$ cat config.mk
export PLATFORM = sky130hd
export DESIGN_NAME = stopwatch_core_flat
export DESIGN_NICKNAME = d
export VERILOG_FILES = /design/src/rtl/stopwatch_pkg.sv /design/src/rtl/stopwatch_if.sv /design/src/rtl/sw_btn_edge.sv /design/src/rtl/stopwatch_core.sv /design/src/flat_wrapper.sv
export SDC_FILE = /design/constraint.sdc
export NUM_CORES = 1
export LEC_CHECK = 0
export ABC_CLOCK_PERIOD_IN_PS = 1900
export BUFFER_PORTS_ARGS = -buffer_cell sky130_fd_sc_hd__buf_4
export CORE_UTILIZATION = 35
export CTS_BUF_LIST = sky130_fd_sc_hd__clkbuf_8
export DETAILED_ROUTE_END_ITERATION = 8
export PLACE_DENSITY_LB_ADDON = 0.25
export SYNTH_ARGS = -nofsm -noshare
export SYNTH_HDL_FRONTEND = slang
export SYNTH_SLANG_ARGS = --single-unit
$ cat constraint.sdc
create_clock -name clk -period 1.9 [get_ports clk]
set_input_delay 0 -clock clk [delete_from_list [all_inputs] [get_ports clk]]
set_output_delay 0 -clock clk [all_outputs]
set_load 0.05 [all_outputs]
$ cat src/rtl/stopwatch_pkg.sv
// Shared types and constants for the stopwatch timekeeping engine.
package stopwatch_pkg;

  typedef enum logic [1:0] {
    IDLE  = 2'd0,
    RUN   = 2'd1,
    PAUSE = 2'd2
  } sw_state_t;

  localparam int CNT_W = 7;
  typedef logic [CNT_W-1:0] cnt_t;

  localparam cnt_t SMS_MAX = 7'd99;
  localparam cnt_t S_MAX   = 7'd59;

  function automatic cnt_t wrap_inc(input cnt_t v, input cnt_t top);
    return (v == top) ? '0 : v + 1'b1;
  endfunction

endpackage

$ cat src/rtl/stopwatch_if.sv
// Button inputs and time outputs of the stopwatch engine.
interface stopwatch_if;
  import stopwatch_pkg::*;

  logic start_stop;
  logic lap;
  logic clr;
  cnt_t sms;
  cnt_t s;
  cnt_t m;
  logic running;
  logic ovf;

  modport master (output start_stop, lap, clr, input sms, s, m, running, ovf);
  modport slave  (input start_stop, lap, clr, output sms, s, m, running, ovf);
endinterface

$ cat src/rtl/sw_btn_edge.sv
// Two-flop synchronizer followed by a registered rising-edge detector.
module sw_btn_edge (
  input  logic clk,
  input  logic rst_n,
  input  logic btn,
  output logic pulse
);
  // sh[0], sh[1]: synchronizer; sh[2]: previous synchronized level
  logic [2:0] sh;

  always_ff @(posedge clk or negedge rst_n) begin
    if (!rst_n) sh <= '0;
    else        sh <= {sh[1:0], btn};
  end

  assign pulse = sh[1] & ~sh[2];
endmodule

$ cat src/rtl/stopwatch_core.sv
// Stopwatch timekeeping engine: 100 Hz prescaler, cs/s/m cascade, run-control FSM.
// Optional lap freeze enabled by defining STOPWATCH_LAP_EN.
module stopwatch_core #(
  parameter int TICK_DIV = 500000,
  parameter int M_MAX    = 99
) (
  input logic        clk,
  input logic        rst_n,
  stopwatch_if.slave bus
);
  import stopwatch_pkg::*;

  localparam int            PW    = (TICK_DIV > 1) ? $clog2(TICK_DIV) : 1;
  localparam logic [PW-1:0] TERM  = PW'(TICK_DIV - 1);
  localparam cnt_t          M_TOP = cnt_t'(M_MAX);

  // Asynchronous assert, synchronous release
  logic [1:0] rst_sync;
  logic       arst_n;

  always_ff @(posedge clk or negedge rst_n) begin
    if (!rst_n) rst_sync <= '0;
    else        rst_sync <= {rst_sync[0], 1'b1};
  end
  assign arst_n = rst_sync[1];

  logic ss_p, lap_p, clr_p;

  sw_btn_edge u_ss  (.clk(clk), .rst_n(arst_n), .btn(bus.start_stop), .pulse(ss_p));
  sw_btn_edge u_lap (.clk(clk), .rst_n(arst_n), .btn(bus.lap),        .pulse(lap_p));
  sw_btn_edge u_clr (.clk(clk), .rst_n(arst_n), .btn(bus.clr),        .pulse(clr_p));

  sw_state_t state_q, state_d;
  logic      clear, presc_clr;
`ifdef STOPWATCH_LAP_EN
  logic      frz_tgl, frz_rel;
`endif

  always_ff @(posedge clk or negedge arst_n) begin
    if (!arst_n) state_q <= IDLE;
    else         state_q <= state_d;
  end

  // Priority: clr, then start_stop, then lap
  always_comb begin
    state_d   = state_q;
    clear     = 1'b0;
    presc_clr = 1'b0;
`ifdef STOPWATCH_LAP_EN
    frz_tgl   = 1'b0;
    frz_rel   = 1'b0;
`endif
    if (clr_p) begin
      state_d = IDLE;
      clear   = 1'b1;
    end else if (ss_p) begin
      case (state_q)
        IDLE: begin
          state_d   = RUN;
          presc_clr = 1'b1;
        end
        RUN: begin
          state_d = PAUSE;
`ifdef STOPWATCH_LAP_EN
          frz_rel = 1'b1;
`endif
        end
        PAUSE:   state_d = RUN;
        default: state_d = IDLE;
      endcase
    end else if (lap_p) begin
      if (state_q == PAUSE) begin
        state_d = IDLE;
        clear   = 1'b1;
      end
`ifdef STOPWATCH_LAP_EN
      else if (state_q == RUN) begin
        frz_tgl = 1'b1;
      end
`endif
    end
  end

  logic [PW-1:0] presc;
  logic          tick;

  assign tick = (state_q == RUN) && (presc == TERM);

  always_ff @(posedge clk or negedge arst_n) begin
    if (!arst_n)                presc <= '0;
    else if (clear || presc_clr) presc <= '0;
    else if (state_q == RUN)    presc <= tick ? '0 : presc + 1'b1;
  end

  cnt_t sms_q, s_q, m_q;
  cnt_t sms_d, s_d, m_d;
  logic ovf_q, wrap;

  // Whole cascade resolves combinationally so all digits move on the same edge
  always_comb begin
    sms_d = sms_q;
    s_d   = s_q;
    m_d   = m_q;
    wrap  = 1'b0;
    if (tick) begin
      sms_d = wrap_inc(sms_q, SMS_MAX);
      if (sms_q == SMS_MAX) begin
        s_d = wrap_inc(s_q, S_MAX);
        if (s_q == S_MAX) begin
          m_d  = wrap_inc(m_q, M_TOP);
          wrap = (m_q == M_TOP);
        end
      end
    end
  end

  always_ff @(posedge clk or negedge arst_n) begin
    if (!arst_n) begin
      sms_q <= '0;
      s_q   <= '0;
      m_q   <= '0;
      ovf_q <= 1'b0;
    end else if (clear) begin
      sms_q <= '0;
      s_q   <= '0;
      m_q   <= '0;
      ovf_q <= 1'b0;
    end else begin
      sms_q <= sms_d;
      s_q   <= s_d;
      m_q   <= m_d;
      if (wrap) ovf_q <= 1'b1;
    end
  end

`ifdef STOPWATCH_LAP_EN
  logic frozen_q;
  cnt_t snap_sms, snap_s, snap_m;

  always_ff @(posedge clk or negedge arst_n) begin
    if (!arst_n)                frozen_q <= 1'b0;
    else if (clear || frz_rel) frozen_q <= 1'b0;
    else if (frz_tgl)          frozen_q <= ~frozen_q;
  end

  // Snapshot takes next-state counts so a same-cycle tick is included
  always_ff @(posedge clk) begin
    if (frz_tgl && !frozen_q) begin
      snap_sms <= sms_d;
      snap_s   <= s_d;
      snap_m   <= m_d;
    end
  end

  assign bus.sms = frozen_q ? snap_sms : sms_q;
  assign bus.s   = frozen_q ? snap_s   : s_q;
  assign bus.m   = frozen_q ? snap_m   : m_q;
`else
  assign bus.sms = sms_q;
  assign bus.s   = s_q;
  assign bus.m   = m_q;
`endif

  assign bus.running = (state_q == RUN);
  assign bus.ovf     = ovf_q;

endmodule

$ cat src/flat_wrapper.sv
// flat-port wrapper written by rule: the top's interface ports become plain ports
module stopwatch_core_flat import stopwatch_pkg::*;
#(
  parameter int TICK_DIV = 500000,
  parameter int M_MAX    = 99
)
  (clk, rst_n, bus_start_stop, bus_lap, bus_clr, bus_sms, bus_s, bus_m, bus_running, bus_ovf);
  stopwatch_if bus_i ();
  input logic clk;
  input logic rst_n;
  input wire logic [$bits(bus_i.start_stop)-1:0] bus_start_stop;
  input wire logic [$bits(bus_i.lap)-1:0] bus_lap;
  input wire logic [$bits(bus_i.clr)-1:0] bus_clr;
  output wire logic [$bits(bus_i.sms)-1:0] bus_sms;
  output wire logic [$bits(bus_i.s)-1:0] bus_s;
  output wire logic [$bits(bus_i.m)-1:0] bus_m;
  output wire logic [$bits(bus_i.running)-1:0] bus_running;
  output wire logic [$bits(bus_i.ovf)-1:0] bus_ovf;
  assign bus_i.start_stop = bus_start_stop;
  assign bus_i.lap = bus_lap;
  assign bus_i.clr = bus_clr;
  assign bus_sms = bus_i.sms;
  assign bus_s = bus_i.s;
  assign bus_m = bus_i.m;
  assign bus_running = bus_i.running;
  assign bus_ovf = bus_i.ovf;
  stopwatch_core #(.TICK_DIV(TICK_DIV), .M_MAX(M_MAX)) u_core (.clk(clk), .rst_n(rst_n), .bus(bus_i));
endmodule
==> impl_metrics.json, run 1 <==
{
  "status": "complete, no violations",
  "finalMaxSlewViolations": 0,
  "cts_tree": "yes",
  "antenna_found_initial": 0,
  "setup_slack_ps": 21.55,
  "p_leak_nw": 1.646,
  "ys_seq_elements": 54,
  "critPathCaptureType": "flip-flop",
  "min_path_type": "reg2async",
  "synth_commonest_cells": "dfrtp_1 (54), nor2_1 (30), nand2_1 (18)",
  "sw_frac_of_total_pct": 28.28,
  "synth-simple-area-share_pct": 27.60,
  "nets": 371,
  "worst_r2r_endpoint": "u_core.bus.m[4]$_DFFE_PN0P_",
  "dr.pass1.iters": 4,
  "synth_xor_area_share_pct": 4.630,
  "dieArea_um2": 8472,
  "yosys.area.top_type_share_pct": 47.62,
  "clk_latency_ps": 310,
  "syn_area_per_cell_um2": 10.10,
  "clockBufferDepth": 2,
  "rsz0062_at_grt": "true",
  "drive_gt1_share_pct": 35.54,
  "slowest_delay_ps": 480,
  "p_int_mw": 1.683,
  "place.gp.congestion": 0.8842,
  "n_antenna_cell": 0,
  "fin_tns_setup_ps": 0,
  "grt_pass1_vias": 2383,
  "post-place-ws_ps": -32.30,
  "ys_seq_area_share_pct": 47.62,
  "path_cells": "nor4b_4, nand4_4, buf_6, nor3_4, or4b_4, a21oi_2",
  "power.total_mw": 2.347,
  "grt_usage_pct": 17.10,
  "hold_violations": 0,
  "syn-num-nets": 290,
  "ys_warn_count": 0,
  "synth_compound_area_share_pct": 14.46,
  "ctsRootBufferMaster": "clkbuf_8",
  "critical_path_class": "reg2reg",
  "skew_ps": 4.939,
  "clkTransAtPathRegs_ps": 100,
  "hold_ws_ps": 149.4,
  "row_count": 32,
  "crit_slowest_cell": "or4b_4",
  "required_ps": 2150,
  "cp_data_arrival_time_ps": 2130,
  "routed_wirelength_um": 6717,
  "max-vdd-ir-drop_v": 0.0005870,
  "synthMuxAreaShare_pct": 1.058,
  "port_buffers": 27,
  "utilization_pct": 48.90,
  "cp.buffers_inverters": 1,
  "synth_flop_cell": "dfrtp_1",
  "max_freq_ghz": 0.5324,
  "critPathLaunchType": "flip-flop",
  "drtIter0Drc": 83,
  "synth_area_leaders": "dfrtp_1 (48%), nor2_1 (4.0%), a21oi_1 (2.8%)",
  "cts_sinks": 54,
  "grt_pass1_wl_um": 11540,
  "grt_max_degree": 43,
  "synth.cell_area_um2": 2838,
  "vias": 2426,
  "drc": 0,
  "htreeDepth": 2,
  "netlist_instances": 281,
  "pwr-share-clk_pct": 30.3,
  "p_per_area_nw_per_um2": 617.8,
  "wire_per_inst_um": 14.45,
  "power_frac_comb_pct": 17.4,
  "synth_top_cell_by_area": "dfrtp_1",
  "p_sw_uw": 663.7,
  "period_share_pct": 98.87,
  "ant_nets": 0,
  "path_delay_family": "simple AND/OR/NAND/NOR gates",
  "synth_top_family_by_area": "simple AND/OR/NAND/NOR gates",
  "async_flop_share_pct": 100.0,
  "path_max_fanout": 5,
  "synth.most_common_cell": "dfrtp_1",
  "die_w_um": 92.05,
  "r2r-start": "u_core.presc[9]$_DFFE_PN0P_",
  "finalSetupViolations": 0,
  "fin_crit_ps": 1878,
  "via_per_inst": 5.217,
  "synth_cell_type_count": 60,
  "pin_count": 28,
  "synth_adder_area_share_pct": 1.764,
  "hpwlAfterDp_um": 4974,
  "cts_buffers": 5,
  "start_util_pct": 36.53,
  "area_delta_synth_final_pct": 33.86,
  "grt_remaining_overflow": 0,
  "synth_edf_count": 0,
  "p_seq_share_pct": 52.3,
  "r2r_setup_slack_ps": 20,
  "maxCapViolCount": 0,
  "reg2reg_depth": 6,
  "core_um2": 7767,
  "die_h_um": 92.05
}
-- worst max-delay path by stage --
stage	start	end	slack, ps	cells after the start
after floorplan	u_core.bus.s[1]$_DFFE_PN0P_	u_core.bus.m[4]$_DFFE_PN0P_	-80	6
after global placement	u_core.presc[1]$_DFFE_PN0P_	u_core.bus.sms[4]$_DFFE_PN0P_	-10	8
after detailed placement	u_core.presc[7]$_DFFE_PN0P_	u_core.bus.m[2]$_DFFE_PN0P_	-30	7
after CTS	u_core.bus.sms[4]$_DFFE_PN0P_	u_core.bus.m[4]$_DFFE_PN0P_	0.2	5
after global routing	u_core.bus.sms[3]$_DFFE_PN0P_	u_core.bus.m[4]$_DFFE_PN0P_	-70	5
final	u_core.presc[9]$_DFFE_PN0P_	u_core.bus.m[4]$_DFFE_PN0P_	20	6
-- logic make-up (layout without fill, tap and decap cells) --
family	count (synthesis)	count (layout)
AOI/OAI and AO/OA	63	63
adders and majority gates	4	4
other	1	1
muxes	3	3
DFF	54	54
and+or+nand+nor	126	126
buffers and inverters	15	97
xor gates and xnor gates	15	15
-- state kept, by name (all words and copies together), names as in the netlist --
register	cells
u_core.bus.m	7
u_core.bus.ovf	1
u_core.bus.s	7
u_core.bus.sms	7
u_core.presc	19
u_core.rst_sync	2
u_core.state_q	2
u_core.u_clr.sh	3
u_core.u_lap.sh	3
u_core.u_ss.sh	3
-- metrics by stage --
step | cells | instance area [µm²]
final | 465 | 3799
after global routing | 465 | 3799
after CTS | 463 | 3735
after detailed placement | 449 | 3557
after global placement | 449 | 3557
after floorplan | 281 | 2898
-- placed cells by master (no fill, tap or decap), drive strengths merged, types with 6 or more instances in the layout --
| cell type | synthesis | layout |
|---|---|---|
| buf | 8 | 81 |
| dfrtp | 54 | 54 |
| nor2 | 30 | 30 |
| nand2 | 18 | 18 |
| nand3 | 16 | 16 |
| a21oi | 16 | 16 |
| o21ai | 14 | 14 |
| nor3 | 11 | 11 |
| xnor2 | 8 | 8 |
| xor2 | 7 | 7 |
| nand4 | 7 | 7 |
| o31ai | 6 | 6 |
| clkbuf | 4 | 6 |
-- final cells by class --
class                           count  area (µm²)
Multi-Input combinational cell    212        1505
Fill cell                         762        3969
Timing Repair Buffer               86       690.7
Clock buffer                        6       82.58
Inverter                            3       11.26
Tap cell                          102       127.6
Sequential cell                    54        1365
Clock inverter                      2       16.27
-- power by group through the flow --
stage | clock [mW] | sequential [mW] | combinational [mW]
floorplan | 0 | 1.26 | 0.190
global placement | 0 | 1.25 | 0.394
detailed placement | 0 | 1.25 | 0.400
CTS | 0.736 | 1.23 | 0.409
global route | 0.785 | 1.24 | 0.448
finish | 0.710 | 1.23 | 0.409
-- layer usage --
metal	track usage (%)	up-vias	part of all wire (%)
met3	2.902	9	3.2
met2	27.36	42	46
met4	3.776	0	1.3
met5	0	-	0
met1	24.22	1189	49
li1	-	1186	-
-- repair_timing --
item | in CTS | in global routing
endpoints found under the setup margin | 5 | 17
hold buffers | 5 | 0
resized for setup | 5 | 10
buffers inserted | 1 | 2
endpoints found under the hold margin | 5 | 0
pin swaps | 6 | 10
No activity file was read; power rests on OpenSTA's default activity.
==> run 2: changes to the inputs <==
Settings changed: ABC_CLOCK_PERIOD_IN_PS 1900 to 1600, CORE_ASPECT_RATIO from default to 1.4.
Clock period 1.9 ns to 1.6 ns, I/O delays scaled along.
==> impl_metrics.json, run 2 (synthesis gave the netlist of run 1 again) <==
{
  "critical_path_class": "reg2reg",
  "p_seq_share_pct": 48.0,
  "startpoint": "u_core.presc[11]$_DFFE_PN0P_",
  "cts_tree": "yes",
  "row_count": 38,
  "p_sw_uw": 832.6,
  "drc": 0,
  "grt_remaining_overflow": 0,
  "layout_common_cells": "buf_4 (113), dfrtp_1 (43), nor2_1 (23)",
  "drive_gt1_share_pct": 48.40,
  "p_int_mw": 2.205,
  "path_max_fanout": 5,
  "setup_slack_ps": -240.2,
  "clkTransAtPathRegs_ps": 100,
  "clockBufferDepth": 2,
  "nets": 415,
  "htreeDepth": 2,
  "max_freq_ghz": 0.5434,
  "maxCapViolCount": 0,
  "place.gp.congestion": 0.8032,
  "p_per_area_nw_per_um2": 691.0,
  "sw_frac_of_total_pct": 27.41,
  "area_delta_synth_final_pct": 54.94,
  "r2r-start": "u_core.presc[11]$_DFFE_PN0P_",
  "clk_latency_ps": 320,
  "ant_nets": 0,
  "via_per_inst": 5.170,
  "violations": "negative setup slack",
  "wire_per_inst_um": 14.53,
  "grt_pass1_wl_um": 12320,
  "fin_crit_ps": 1840,
  "pwr-share-clk_pct": 30.4,
  "utilization_pct": 56.39,
  "finalSetupViolations": 37,
  "post-place-ws_ps": -290.8,
  "ctsRootBufferMaster": "clkbuf_8",
  "cts_buffers": 5,
  "status": "finished with violations",
  "seq_area_um2": 1365,
  "drtIter0Drc": 107,
  "rsz0062_at_grt": "true",
  "grt_usage_pct": 18.65,
  "max-vdd-ir-drop_v": 0.0006501,
  "start_util_pct": 36.39,
  "fill_cells": 716,
  "n_antenna_cell": 0,
  "critPathLaunchType": "flip-flop",
  "required_ps": 1800,
  "hold_violations": 0,
  "dieArea_um2": 8477,
  "period_share_pct": 115.0,
  "multi_input_area_um2": 1720,
  "routed_wirelength_um": 7366,
  "hpwlAfterDp_um": 5279,
  "antenna_found_initial": 0,
  "critPathCaptureType": "flip-flop",
  "largest_register_ffs": 19,
  "min_path_type": "reg2async",
  "vias": 2621,
  "power_frac_comb_pct": 21.6,
  "largest-register": "u_core.presc",
  "skew_ps": 13.94,
  "cp_data_arrival_time_ps": 2040,
  "p_leak_nw": 1.924,
  "die_w_um": 78.10,
  "port_buffers": 27,
  "grt_pass1_vias": 2614,
  "final_common_cell": "buf_4",
  "grt_max_degree": 31,
  "die_h_um": 108.5,
  "dr.pass1.iters": 4,
  "finalMaxSlewViolations": 0,
  "fin_tns_setup_ps": -6531,
  "cts_sinks": 54,
  "pin_count": 28,
  "core_um2": 7797
}
-- run 2: final timing paths --
kind | endpoint | slack, ps | depth (start not counted)
worst max-delay path | u_core.presc[12]$_DFFE_PN0P_ | -240 | 7
worst min-delay path | u_core.state_q[0]$_DFFE_PN0P_ | 240 | 1
worst max register to register | u_core.presc[12]$_DFFE_PN0P_ | -240 | 7
worst min register to register | u_core.state_q[0]$_DFFE_PN0P_ | 240 | 1
max in group asynchronous | u_core.rst_sync[1]$_DFF_PN0_ | 920 | 3
min in group clk | u_core.u_clr.sh[0]$_DFF_PN0_ | 330 | 2
-- run 2: repair_timing --
item                                    CTS  global route
gates resized for setup                  27            26
gates cloned                              0             2
buffers inserted                          5             4
pin swaps                                14            10
hold buffers                              5             0
endpoints found under the hold margin     5             0
endpoints found under the setup margin   41            41
-- run 2: metal layers --
layer  vias up  GRT usage [%]  routed length (µm)
met4         0          7.804                 190
li1       1278              -                   -
met1      1290          21.60                3023
met2        38          33.77                3954
met5         -              0                   0
met3        15          3.038                 198
-- run 2: power groups by stage --
stage | logic, mW | registers (mW) | clock network [mW]
final | 0.657 | 1.46 | 0.922
after global routing | 0.715 | 1.47 | 0.999
after CTS | 0.610 | 1.46 | 0.960
after detailed placement | 0.558 | 1.48 | 0
after global placement | 0.546 | 1.47 | 0
after floorplan | 0.256 | 1.50 | 0
-- run 2: area by class of cell --
class,count,area share (%)
clock buffer,5,1.565
tap,100,2.846
sequential,54,31.05
multi-input combinational,212,39.13
clock inverter,3,0.9391
timing repair buffer,130,24.22
inverter,3,0.2561
-- run 2: through the flow --
stage	std cells	hold slack [ps]	power [mW]	instance area (µm²)
2_1_floorplan	281	-295.6	1.759	2963
3_3_place_gp	485	-217.1	2.020	3887
3_5_place_dp	485	-213.4	2.037	3887
4_1_cts	503	259.4	3.027	4222
5_1_grt	507	301.6	3.179	4397
6_report	507	236.9	3.038	4397
-- run 2: worst max-delay path, cell delays in order, from the launching register on --
cell	delay (ps)
dfrtp_1	420
nor4b_4	320
nand4_4	160
or2_4	290
buf_6	140
o311ai_4	110
clkbuf_16	240
nor2_2	30
